## src/rtl/ffdiv_iter_param.sv

```systemverilog
// Iterative IEEE-754-style divider with generic exponent/fraction widths, runtime
// rounding mode and valid/ready handshakes; one restoring quotient bit per cycle.
module ffdiv_iter_param #(
    parameter int EXP_W  = 8,
    parameter int FRAC_W = 23
) (
    input  logic                        clk,
    input  logic                        rst_n,
    input  logic                        in_valid,
    output logic                        in_ready,
    input  logic [EXP_W+FRAC_W:0]       operand1,
    input  logic [EXP_W+FRAC_W:0]       operand2,
    input  logic [1:0]                  rnd_mode,
    output logic                        out_valid,
    input  logic                        out_ready,
    output logic [EXP_W+FRAC_W:0]       result,
    output logic [4:0]                  flag,
    output logic [$clog2(FRAC_W+4)-1:0] itr_count
);
    localparam int W     = 1 + EXP_W + FRAC_W;
    localparam int N_ITR = FRAC_W + 3;
    localparam int CW    = $clog2(N_ITR + 1);
    localparam int MW    = FRAC_W + 1;
    localparam int XW    = EXP_W + 2;
    localparam logic signed [XW-1:0] BIAS    = XW'(2 ** (EXP_W - 1) - 1);
    localparam logic signed [XW-1:0] EXP_TOP = XW'(2 ** EXP_W - 1);
    localparam logic signed [XW-1:0] ONE_X   = XW'(1);
    localparam logic signed [XW-1:0] ZERO_X  = '0;
    localparam logic [EXP_W-1:0]     ONES    = '1;
    localparam logic [EXP_W-1:0]     EXP_MAXF = {{(EXP_W-1){1'b1}}, 1'b0};

    typedef enum logic [2:0] {S_IDLE, S_DECODE, S_DIVIDE, S_ROUND, S_DONE} state_t;
    state_t state_q, state_d;

    logic [W-1:0]         op1_q, op2_q;
    logic [1:0]           mode_q;
    logic                 sign_q;
    logic signed [XW-1:0] exp_q;
    logic [MW:0]          rem_q;
    logic [MW-1:0]        dsr_q;
    logic [N_ITR-1:0]     quo_q;

    // Operand classification; subnormals fall into the zero class.
    logic               s1, s2;
    logic [EXP_W-1:0]   e1, e2;
    logic [FRAC_W-1:0]  f1, f2;
    logic               nan1, nan2, inf1, inf2, zero1, zero2;
    assign {s1, e1, f1} = op1_q;
    assign {s2, e2, f2} = op2_q;
    assign nan1  = (e1 == ONES) && (f1 != '0);
    assign nan2  = (e2 == ONES) && (f2 != '0);
    assign inf1  = (e1 == ONES) && (f1 == '0);
    assign inf2  = (e2 == ONES) && (f2 == '0);
    assign zero1 = (e1 == '0);
    assign zero2 = (e2 == '0);

    logic                 is_special;
    logic [W-1:0]         spec_result;
    logic [4:0]           spec_flag;
    logic signed [XW-1:0] exp_dec;

    // NOTE: every output of a combinational block gets a default first so no path
    // leaves it unassigned, which would otherwise infer a latch.
    always_comb begin
        is_special  = 1'b1;
        spec_result = '0;
        spec_flag   = '0;
        if (nan1 || nan2 || (zero1 && zero2) || (inf1 && inf2)) begin
            spec_result = {1'b0, ONES, 1'b1, {(FRAC_W-1){1'b0}}};
            spec_flag   = 5'b10000;
        end else if (inf1 || zero2) begin
            spec_result = {s1 ^ s2, ONES, {FRAC_W{1'b0}}};
            spec_flag   = 5'b00100;
        end else if (zero1 || inf2) begin
            spec_result = {s1 ^ s2, {(W-1){1'b0}}};
            spec_flag   = 5'b00001;
        end else begin
            is_special = 1'b0;
        end
    end

    assign exp_dec = $signed({2'b00, e1}) - $signed({2'b00, e2}) + BIAS;

    logic        rem_ge;
    logic [MW:0] rem_sub;
    assign rem_ge  = rem_q >= {1'b0, dsr_q};
    assign rem_sub = rem_ge ? rem_q - {1'b0, dsr_q} : rem_q;

    logic                 norm, guard, rnd, sticky, inexact, inc, carry, to_inf;
    logic [FRAC_W-1:0]    frac_t, frac_r;
    logic signed [XW-1:0] exp_n, exp_r;
    logic [W-1:0]         rnd_result;
    logic [4:0]           rnd_flag;

    // A quotient below 1.0 is renormalised by one place; guard/round come from the
    // two quotient bits below the kept fraction, sticky from the final remainder.
    always_comb begin
        norm       = quo_q[N_ITR-1];
        frac_t     = norm ? quo_q[N_ITR-2:2] : quo_q[N_ITR-3:1];
        guard      = norm ? quo_q[1] : quo_q[0];
        rnd        = norm & quo_q[0];
        sticky     = |rem_q;
        exp_n      = norm ? exp_q : exp_q - ONE_X;
        inexact    = guard | rnd | sticky;
        inc        = 1'b0;
        rnd_result = '0;
        rnd_flag   = '0;
        case (mode_q)
            2'd0:    inc = guard & (rnd | sticky | frac_t[0]);
            2'd1:    inc = 1'b0;
            2'd2:    inc = inexact & ~sign_q;
            default: inc = inexact & sign_q;
        endcase
        {carry, frac_r} = {1'b0, frac_t} + {{FRAC_W{1'b0}}, inc};
        exp_r  = exp_n + (carry ? ONE_X : ZERO_X);
        to_inf = (mode_q == 2'd0) || ((mode_q == 2'd2) && !sign_q) || ((mode_q == 2'd3) && sign_q);
        if (exp_r >= EXP_TOP) begin
            rnd_result = to_inf ? {sign_q, ONES, {FRAC_W{1'b0}}} : {sign_q, EXP_MAXF, {FRAC_W{1'b1}}};
            rnd_flag   = to_inf ? 5'b01100 : 5'b01000;
        end else if (exp_r[XW-1] || (exp_r == ZERO_X)) begin
            rnd_result = {sign_q, {(W-1){1'b0}}};
            rnd_flag   = 5'b00011;
        end else begin
            rnd_result = {sign_q, exp_r[EXP_W-1:0], frac_r};
        end
    end

    always_comb begin
        state_d = state_q;
        case (state_q)
            S_IDLE:   if (in_valid) state_d = S_DECODE;
            S_DECODE: state_d = is_special ? S_DONE : S_DIVIDE;
            S_DIVIDE: if (itr_count == CW'(N_ITR - 1)) state_d = S_ROUND;
            S_ROUND:  state_d = S_DONE;
            S_DONE:   if (out_ready) state_d = S_IDLE;
            default:  state_d = S_IDLE;
        endcase
    end

    assign in_ready  = (state_q == S_IDLE);
    assign out_valid = (state_q == S_DONE);

    // NOTE: sequential state uses non-blocking assignments so every register
    // samples the pre-edge values, independent of statement order.
    always_ff @(posedge clk or negedge rst_n) begin
        if (!rst_n) state_q <= S_IDLE;
        else        state_q <= state_d;
    end

    always_ff @(posedge clk or negedge rst_n) begin
        if (!rst_n) begin
            op1_q     <= '0;
            op2_q     <= '0;
            mode_q    <= '0;
            sign_q    <= 1'b0;
            exp_q     <= '0;
            rem_q     <= '0;
            dsr_q     <= '0;
            quo_q     <= '0;
            result    <= '0;
            flag      <= '0;
            itr_count <= '0;
        end else begin
            case (state_q)
                S_IDLE: if (in_valid) begin
                    op1_q     <= operand1;
                    op2_q     <= operand2;
                    mode_q    <= rnd_mode;
                    itr_count <= '0;
                end
                S_DECODE: begin
                    sign_q <= s1 ^ s2;
                    exp_q  <= exp_dec;
                    rem_q  <= {2'b01, f1};
                    dsr_q  <= {1'b1, f2};
                    quo_q  <= '0;
                    if (is_special) begin
                        result <= spec_result;
                        flag   <= spec_flag;
                    end
                end
                S_DIVIDE: begin
                    rem_q     <= rem_sub << 1;
                    quo_q     <= {quo_q[N_ITR-2:0], rem_ge};
                    itr_count <= itr_count + CW'(1);
                end
                S_ROUND: begin
                    result <= rnd_result;
                    flag   <= rnd_flag;
                end
                default: ;
            endcase
        end
    end
endmodule
```

## config.mk

```make
export PLATFORM = sky130hd
export DESIGN_NAME = ffdiv_iter_param
export DESIGN_NICKNAME = d
export VERILOG_FILES = /design/src/rtl/ffdiv_iter_param.sv
export SDC_FILE = /design/constraint.sdc
export NUM_CORES = 1
export LEC_CHECK = 0
export CAP_MARGIN = 20
export CELL_PAD_IN_SITES_DETAIL_PLACEMENT = 1
export CELL_PAD_IN_SITES_GLOBAL_PLACEMENT = 1
export CORE_MARGIN = 2
export CORE_UTILIZATION = 40
export CTS_CLUSTER_SIZE = 28
export DETAILED_ROUTE_END_ITERATION = 10
export PLACE_DENSITY_LB_ADDON = 0.1
export REMOVE_ABC_BUFFERS = 1
export SETUP_SLACK_MARGIN = 0.5
export SKIP_CTS_REPAIR_TIMING = 1
export SYNTH_ARGS = -nofsm -noshare
export SYNTH_HDL_FRONTEND = slang
export SYNTH_SLANG_ARGS = --single-unit
```

## constraint.sdc

```tcl
create_clock -name clk -period 8.4 [get_ports clk]
set_input_delay 0.84 -clock clk [delete_from_list [all_inputs] [get_ports clk]]
set_output_delay 0.84 -clock clk [all_outputs]
set_load 0.01 [all_outputs]
```

Yosys cells after proc, flatten, opt, wreduce, memory -nomap -nowiden
Index checks and enable logic that the tools add are counted.
- $add $sub $neg: 7
- multiply operators: 0
- div/mod/pow operators: 0
- order comparisons: 2
- equal/unequal tests: 14
- shift-type cells: 0
- muxes and demuxes: 34
- bitwise gates (word level): 10
- reductions and logical operators: 34
- operators by type and width (cell ; count):
    two-way mux 32 bit ; 4
    one-hot mux 32 bit (2 select lines) ; 1
    two-way mux 31 bit ; 2
    one-hot mux 26 bit (2 select lines) ; 1
    one-hot mux 25 bit (2 select lines) ; 1
    two-way mux 24 bit ; 2
    zero test 23 bit ; 2
    nonzero test 23 bit ; 2
    greater-or-equal comparator 25 x 24 -> 1 bit ; 1
    OR reduction 25 bit ; 1
    adder 23 x 1 -> 24 bit ; 1
    subtractor 24 bit ; 1
    two-way mux 23 bit ; 1
    one-hot mux 5 bit (2 select lines) ; 2
    two-way mux 3 bit ; 6
    == test 8 bit, second input constant ; 2
    zero test 8 bit ; 2
    two-way mux 5 bit ; 3
    one-hot mux 3 bit (5 select lines) ; 1
    adder 10 x 2 -> 10 bit ; 1
    adder 9 x 8 -> 10 bit, second input constant ; 1
    greater-or-equal comparator 10 x 9 -> 1 bit, second input constant ; 1
    zero test 10 bit ; 1
    two-way mux 10 bit ; 1
    other kinds (27) ; 60
- register bits: 197
- bits in latches: 0
- RAM bits: 0
- ROM bits: 0
- bits of input ports: 70
- output and inout bits: 44
- word-level logic and storage cells: 113
- memories: 0

Depth between registers and ports, before layout
- depth in word-level cells: 13
- depth in mapped cells: 26
- mapped depth without buffers: 21

Worst setup path before layout
Ideal clock, no wire load.
- path type: register to register
- start point: reg quo_q[25]
- end point: reg result[25]
- setup time: 0.126 ns
- data arrival time: 5.500 ns
- required time: 8.274 ns
- setup slack: 2.774 ns
- stages on the path, launching flop included: 25
- path buffers: 4
- period minus slack after synthesis: 5.626 ns
- cells stage by stage: dfrtp_1 -> buf_2 -> buf_1 -> buf_2 -> buf_1 -> a211oi_1 -> nand4_1 -> o311ai_0 -> o21ai_0 -> ha_1 -> nand3_1 -> a2111oi_2 -> o2111a_1 -> nand2_1 -> nor2_1 -> ha_1 -> ha_1 -> nand2b_1 -> mux2_2 -> a31o_2 -> xnor2_1 -> nand3b_1 -> a2111o_1 -> and3_4 -> a221o_1
- word-level cells in the longest chain between the ends: 13
- elaborated cells between the ends (all ways): 21
- classes of those cells: add/sub (2); order compare (1); mux (8); bitwise (8); reduce/logical (2)
- RTL lines (what ; RTL line ; source):
    start, declared ; 41 ; logic [N_ITR-1:0] quo_q;
    start signal, assigned ; 184 ; quo_q <= {quo_q[N_ITR-2:0], rem_ge};
    two-way mux 1 bit / AND 1 bit (equally long branches) ; 100, 101 ;
    bitwise OR 1 bit, on equally long branches (2 in a row) ; 104, 109 ;
    AND 1 bit, on equally long branches ; 112, 109, 111 ;
    one-hot mux 1 bit (3 select lines) ; 108 ; case (mode_q)
    adder 23 x 1 -> 24 bit ; 114 ; {carry, frac_r} = {1'b0, frac_t} + {{FRAC_W{1'b0}}, inc};
    two-way mux 1 bit ; 115 ; exp_r = exp_n + (carry ? ONE_X : ZERO_X);
    adder 10 x 2 -> 10 bit (*) ; 115 ;
    parallel branches: the longest is 3 deep, another holds greater-or-equal comparator 10 x 9 -> 1 bit ; n/a ;
    two-way mux 31 bit (*) ; 117 ; if (exp_r >= EXP_TOP) begin
    one-hot mux 32 bit (2 select lines) (*) ; 164 ; case (state_q)
    end signal, assigned ; 178 ; result <= spec_result;
    end signal, assigned ; 188 ; result <= rnd_result;
    end, declared ; 16 ; output logic [EXP_W+FRAC_W:0] result,
Mark *: on every way between the ends.
A chain may end at the register's enable or synchronous reset.

Worst setup path in the final report
Same ends and word-level chain as after synthesis.

==> impl_metrics.py <==
metrics = {
    "worst_setup_path": {
        "endpoint_kind": "flip-flop",
        "timing.rr.end": "result[25]",
        "start_kind": "flip-flop",
        "reg2reg_depth": 20,
        "required_ns": 8.73,
        "reg2reg_from": "quo_q[25]",
        "cp_max_fo": 25,
        "worstPathArrival_ns": 6.21,
        "ff2ff_setup_slack_ns": 2.52,
        "critPathKind": "flip-flop to flip-flop",
    },
    "final_layout": {
        "layout-drive-gt1-share_pct": 10.2,
        "syn2layout_area_growth_pct": 17.4,
        "fillers": 3318,
        "n_antenna_cell": 0,
        "fin_cells": 1684,
        "finalCoreUtilization_pct": 47.4,
        "finalNetCount": 1400,
        "design_area_sq_um": 13500,
    },
    "sta": {
        "max_freq_ghz": 0.170,
        "period_minus_slack_ns": 5.88,
        "drv_slew": 0,
        "rsz0062_at_grt": "no",
        "tightest_slew_ns": 1.04,
        "timing.max_slew.rel_slack_pct": 30.6,
        "fin_crit_sh_pct": 70.0,
        "setup_viol": 0,
        "finClkSkew_ns": 0.0162,
        "finalHoldViolCount": 0,
        "finalSetupTns_ns": 0,
    },
    "clocking": {
        "root_buffer": "clkbuf_16",
        "clock_path_buffers": 2,
        "htree_levels": 4,
        "clkSinkCount": 197,
        "numCtsBuffers": 17,
        "path_clk_slew_ns": 0.08,
        "clk_latency_ns": 0.45,
        "cts_tree": "done",
    },
    "power_and_ir_drop": {
        "ir_drop_mv": 0.187,
        "fin_total_pwr_w": 0.00589,
        "leakage_nw": 5.46,
        "power_density_nw_per_um2": 436,
    },
    "logic_synthesis": {
        "synth_area_leaders": "dfrtp_1 43%, mux2_2 6.2%, nand2_1 4.7%, ha_1 4.5%, o21ai_0 3.0%",
        "post_synth_instance_area_sq_um": 11500,
        "synth-edff-count": 0,
        "postSynthCellCount": 1217,
        "ys_types": 76,
        "synth_top_area_cell": "dfrtp_1",
        "yosysWarningCount": 0,
        "synth_top_area_share_pct": 42.8,
        "ys_ff_latch": 197,
        "synth-seq-area-share_pct": 42.8,
        "syn_avg_cell_area_sq_um": 9.46,
        "synthArstFlopShare_pct": 100,
        "yosys_most_used_dff": "dfrtp_1",
    },
    "floorplanning": {
        "rows": 62,
        "die_x_um": 174,
        "start_util_pct": 40.3,
        "io_pins": 114,
        "die-area_sq_um": 30200,
        "die_y_um": 174,
        "core_area_sq_um": 28500,
    },
    "hold_path": {
        "hold_class": "input pin to async pin",
    },
    "drt": {
        "first_iter_violations": 518,
        "totalWireLength_um": 31600,
        "antenna_left": 0,
        "routedWlPerCell_um": 18.8,
        "drtPass1Iterations": 4,
        "drc": 0,
        "routed_via_density": 5.58,
        "dr_total_vias": 9399,
    },
    "global_route": {
        "grt_pass1_vias": 9770,
        "grt_usage_pct": 21.5,
        "grt-ovfl-total": 0,
        "grt_max_degree": 91,
        "antenna_found_initial": 0,
        "grt_pass1_wl_um": 52500,
    },
    "place": {
        "place_inst": 1651,
        "place_congestion": 0.824,
        "dp_hpwl_um": 22500,
        "io_buffers": 113,
        "dpl_cell_area_sq_um": 12900,
    },
    "status": {
        "outcome": "finished clean",
    },
    "flow_run": {
        "maxCapViolCount": 0,
    },
}
==> worst max-delay path, stage by stage (launching register included) <==
cell and delay [ns]:
dfrtp_2 0.62, a211oi_1 0.14, nand4_1 0.15, o311ai_0 0.14
o21ai_0 0.10, ha_1 0.23, nand3_1 0.13, a2111oi_2 0.83
o2111a_1 0.42, nand2_1 0.12, nor2_1 0.12, ha_1 0.20
ha_1 0.24, nand2_1 0.07, mux2_2 0.28, a31o_2 0.26
xnor2_1 0.15, nand3b_1 0.11, a2111o_1 0.77, and3_4 0.36
a221o_1 0.34
==> through the flow <==
| stage | worst slack, ns | hold slack (ns) |
|---|---|---|
| after floorplan | 2.43 | 0.418 |
| after global placement | 2.68 | 0.438 |
| after detailed placement | 2.56 | 0.439 |
| after CTS | 2.47 | 0.456 |
| after global routing | 2.00 | 0.487 |
| final | 2.52 | 0.422 |
==> Yosys cell counts (all sizes together), types with 18 or more instances <==
cell type and count:
a22o 26, o22ai 20, nand2 144, clkbuf 50
buf 24, nor4 25, nor3 29, mux2i 33
mux2 63, xnor2 36, a31oi 31, nand3 33
o21ai 94, ha 41, inv 49, nor2 58
dfrtp 197, nand4 18, xor2 36, a21oi 47
==> sequential cells by signal, summed over array words and instances, names as in the netlist <==
register,count
dsr_q,24
exp_q,10
flag,5
itr_count,5
mode_q,2
op1_q,32
op2_q,32
quo_q,26
rem_q,25
result,32
sign_q,1
state_q,3
==> layer usage <==
layer | track usage (%) | share of wire (%)
met4 | 5.04 | 0.87
met1 | 30.1 | 49
met3 | 2.43 | 2.5
met2 | 35.7 | 48
met5 | 0 | 0
==> cell type report <==
type	instances	area, sq um	share of cell area [%]
clock buffers	18	429	3.17
well taps	384	480	3.55
repair buffers	125	1220	9.06
flip-flops and latches	197	4930	36.5
inverters	49	184	1.36
multi-input cells	897	6100	45.1
clock inverters	14	168	1.24
==> worst max-delay path by stage <==
stage | startpoint | end | slack (ns) | depth (start not counted)
finish | quo_q[25] | result[25] | 2.52 | 20
CTS | quo_q[25] | result[25] | 2.47 | 20
detailed placement | quo_q[25] | result[25] | 2.56 | 20
floorplan | quo_q[25] | result[25] | 2.43 | 19
global placement | quo_q[25] | result[25] | 2.68 | 20
global route | quo_q[25] | result[25] | 2.00 | 20
==> cell families (layout without fill, tap and decap cells) <==
family,count (synthesis),after routing,synth area share [%]
fa+ha+maj,43,43,4.80
mux,96,96,9.03
flops,197,197,42.8
xor+xnor,72,72,5.47
buf+inv,123,206,4.27
simple gates,386,386,16.6
compound gates,300,300,17.1
==> where the power goes <==
| part | internal (W) | switching [W] |
|---|---|---|
| clock network | 0.000426 | 0.000414 |
| logic | 0.00143 | 0.00185 |
| registers | 0.00137 | 0.000401 |
==> cells in the final DEF (no fill, tap or decap), drive strengths merged, types with 5 or more instances in the layout <==
| cell type | Yosys | layout |
|---|---|---|
| dfrtp | 197 | 197 |
| clkdlybuf4s50 | 0 | 112 |
| and3 | 11 | 11 |
| a22o | 26 | 26 |
| ha | 41 | 41 |
| o21a | 8 | 8 |
| o22ai | 20 | 20 |
| nand4 | 18 | 18 |
| nand2 | 144 | 144 |
| xnor2 | 36 | 36 |
| nor2 | 58 | 58 |
| a211oi | 10 | 10 |
| o21ai | 94 | 94 |
| mux2 | 63 | 63 |
| nor2b | 9 | 9 |
| or3 | 8 | 8 |
| nand2b | 12 | 12 |
| a21oi | 47 | 47 |
| o31a | 5 | 5 |
| nor3 | 29 | 29 |
| inv | 49 | 55 |
| o211ai | 5 | 5 |
| clkbuf | 50 | 20 |
| buf | 24 | 11 |
| nand3 | 33 | 33 |
| a31oi | 31 | 31 |
| xor2 | 36 | 36 |
| a21o | 11 | 11 |
| mux2i | 33 | 33 |
| and2 | 16 | 16 |
| nor4 | 25 | 25 |
| clkinv | 0 | 7 |
Note: power is estimated with default switching activity, not from simulation.
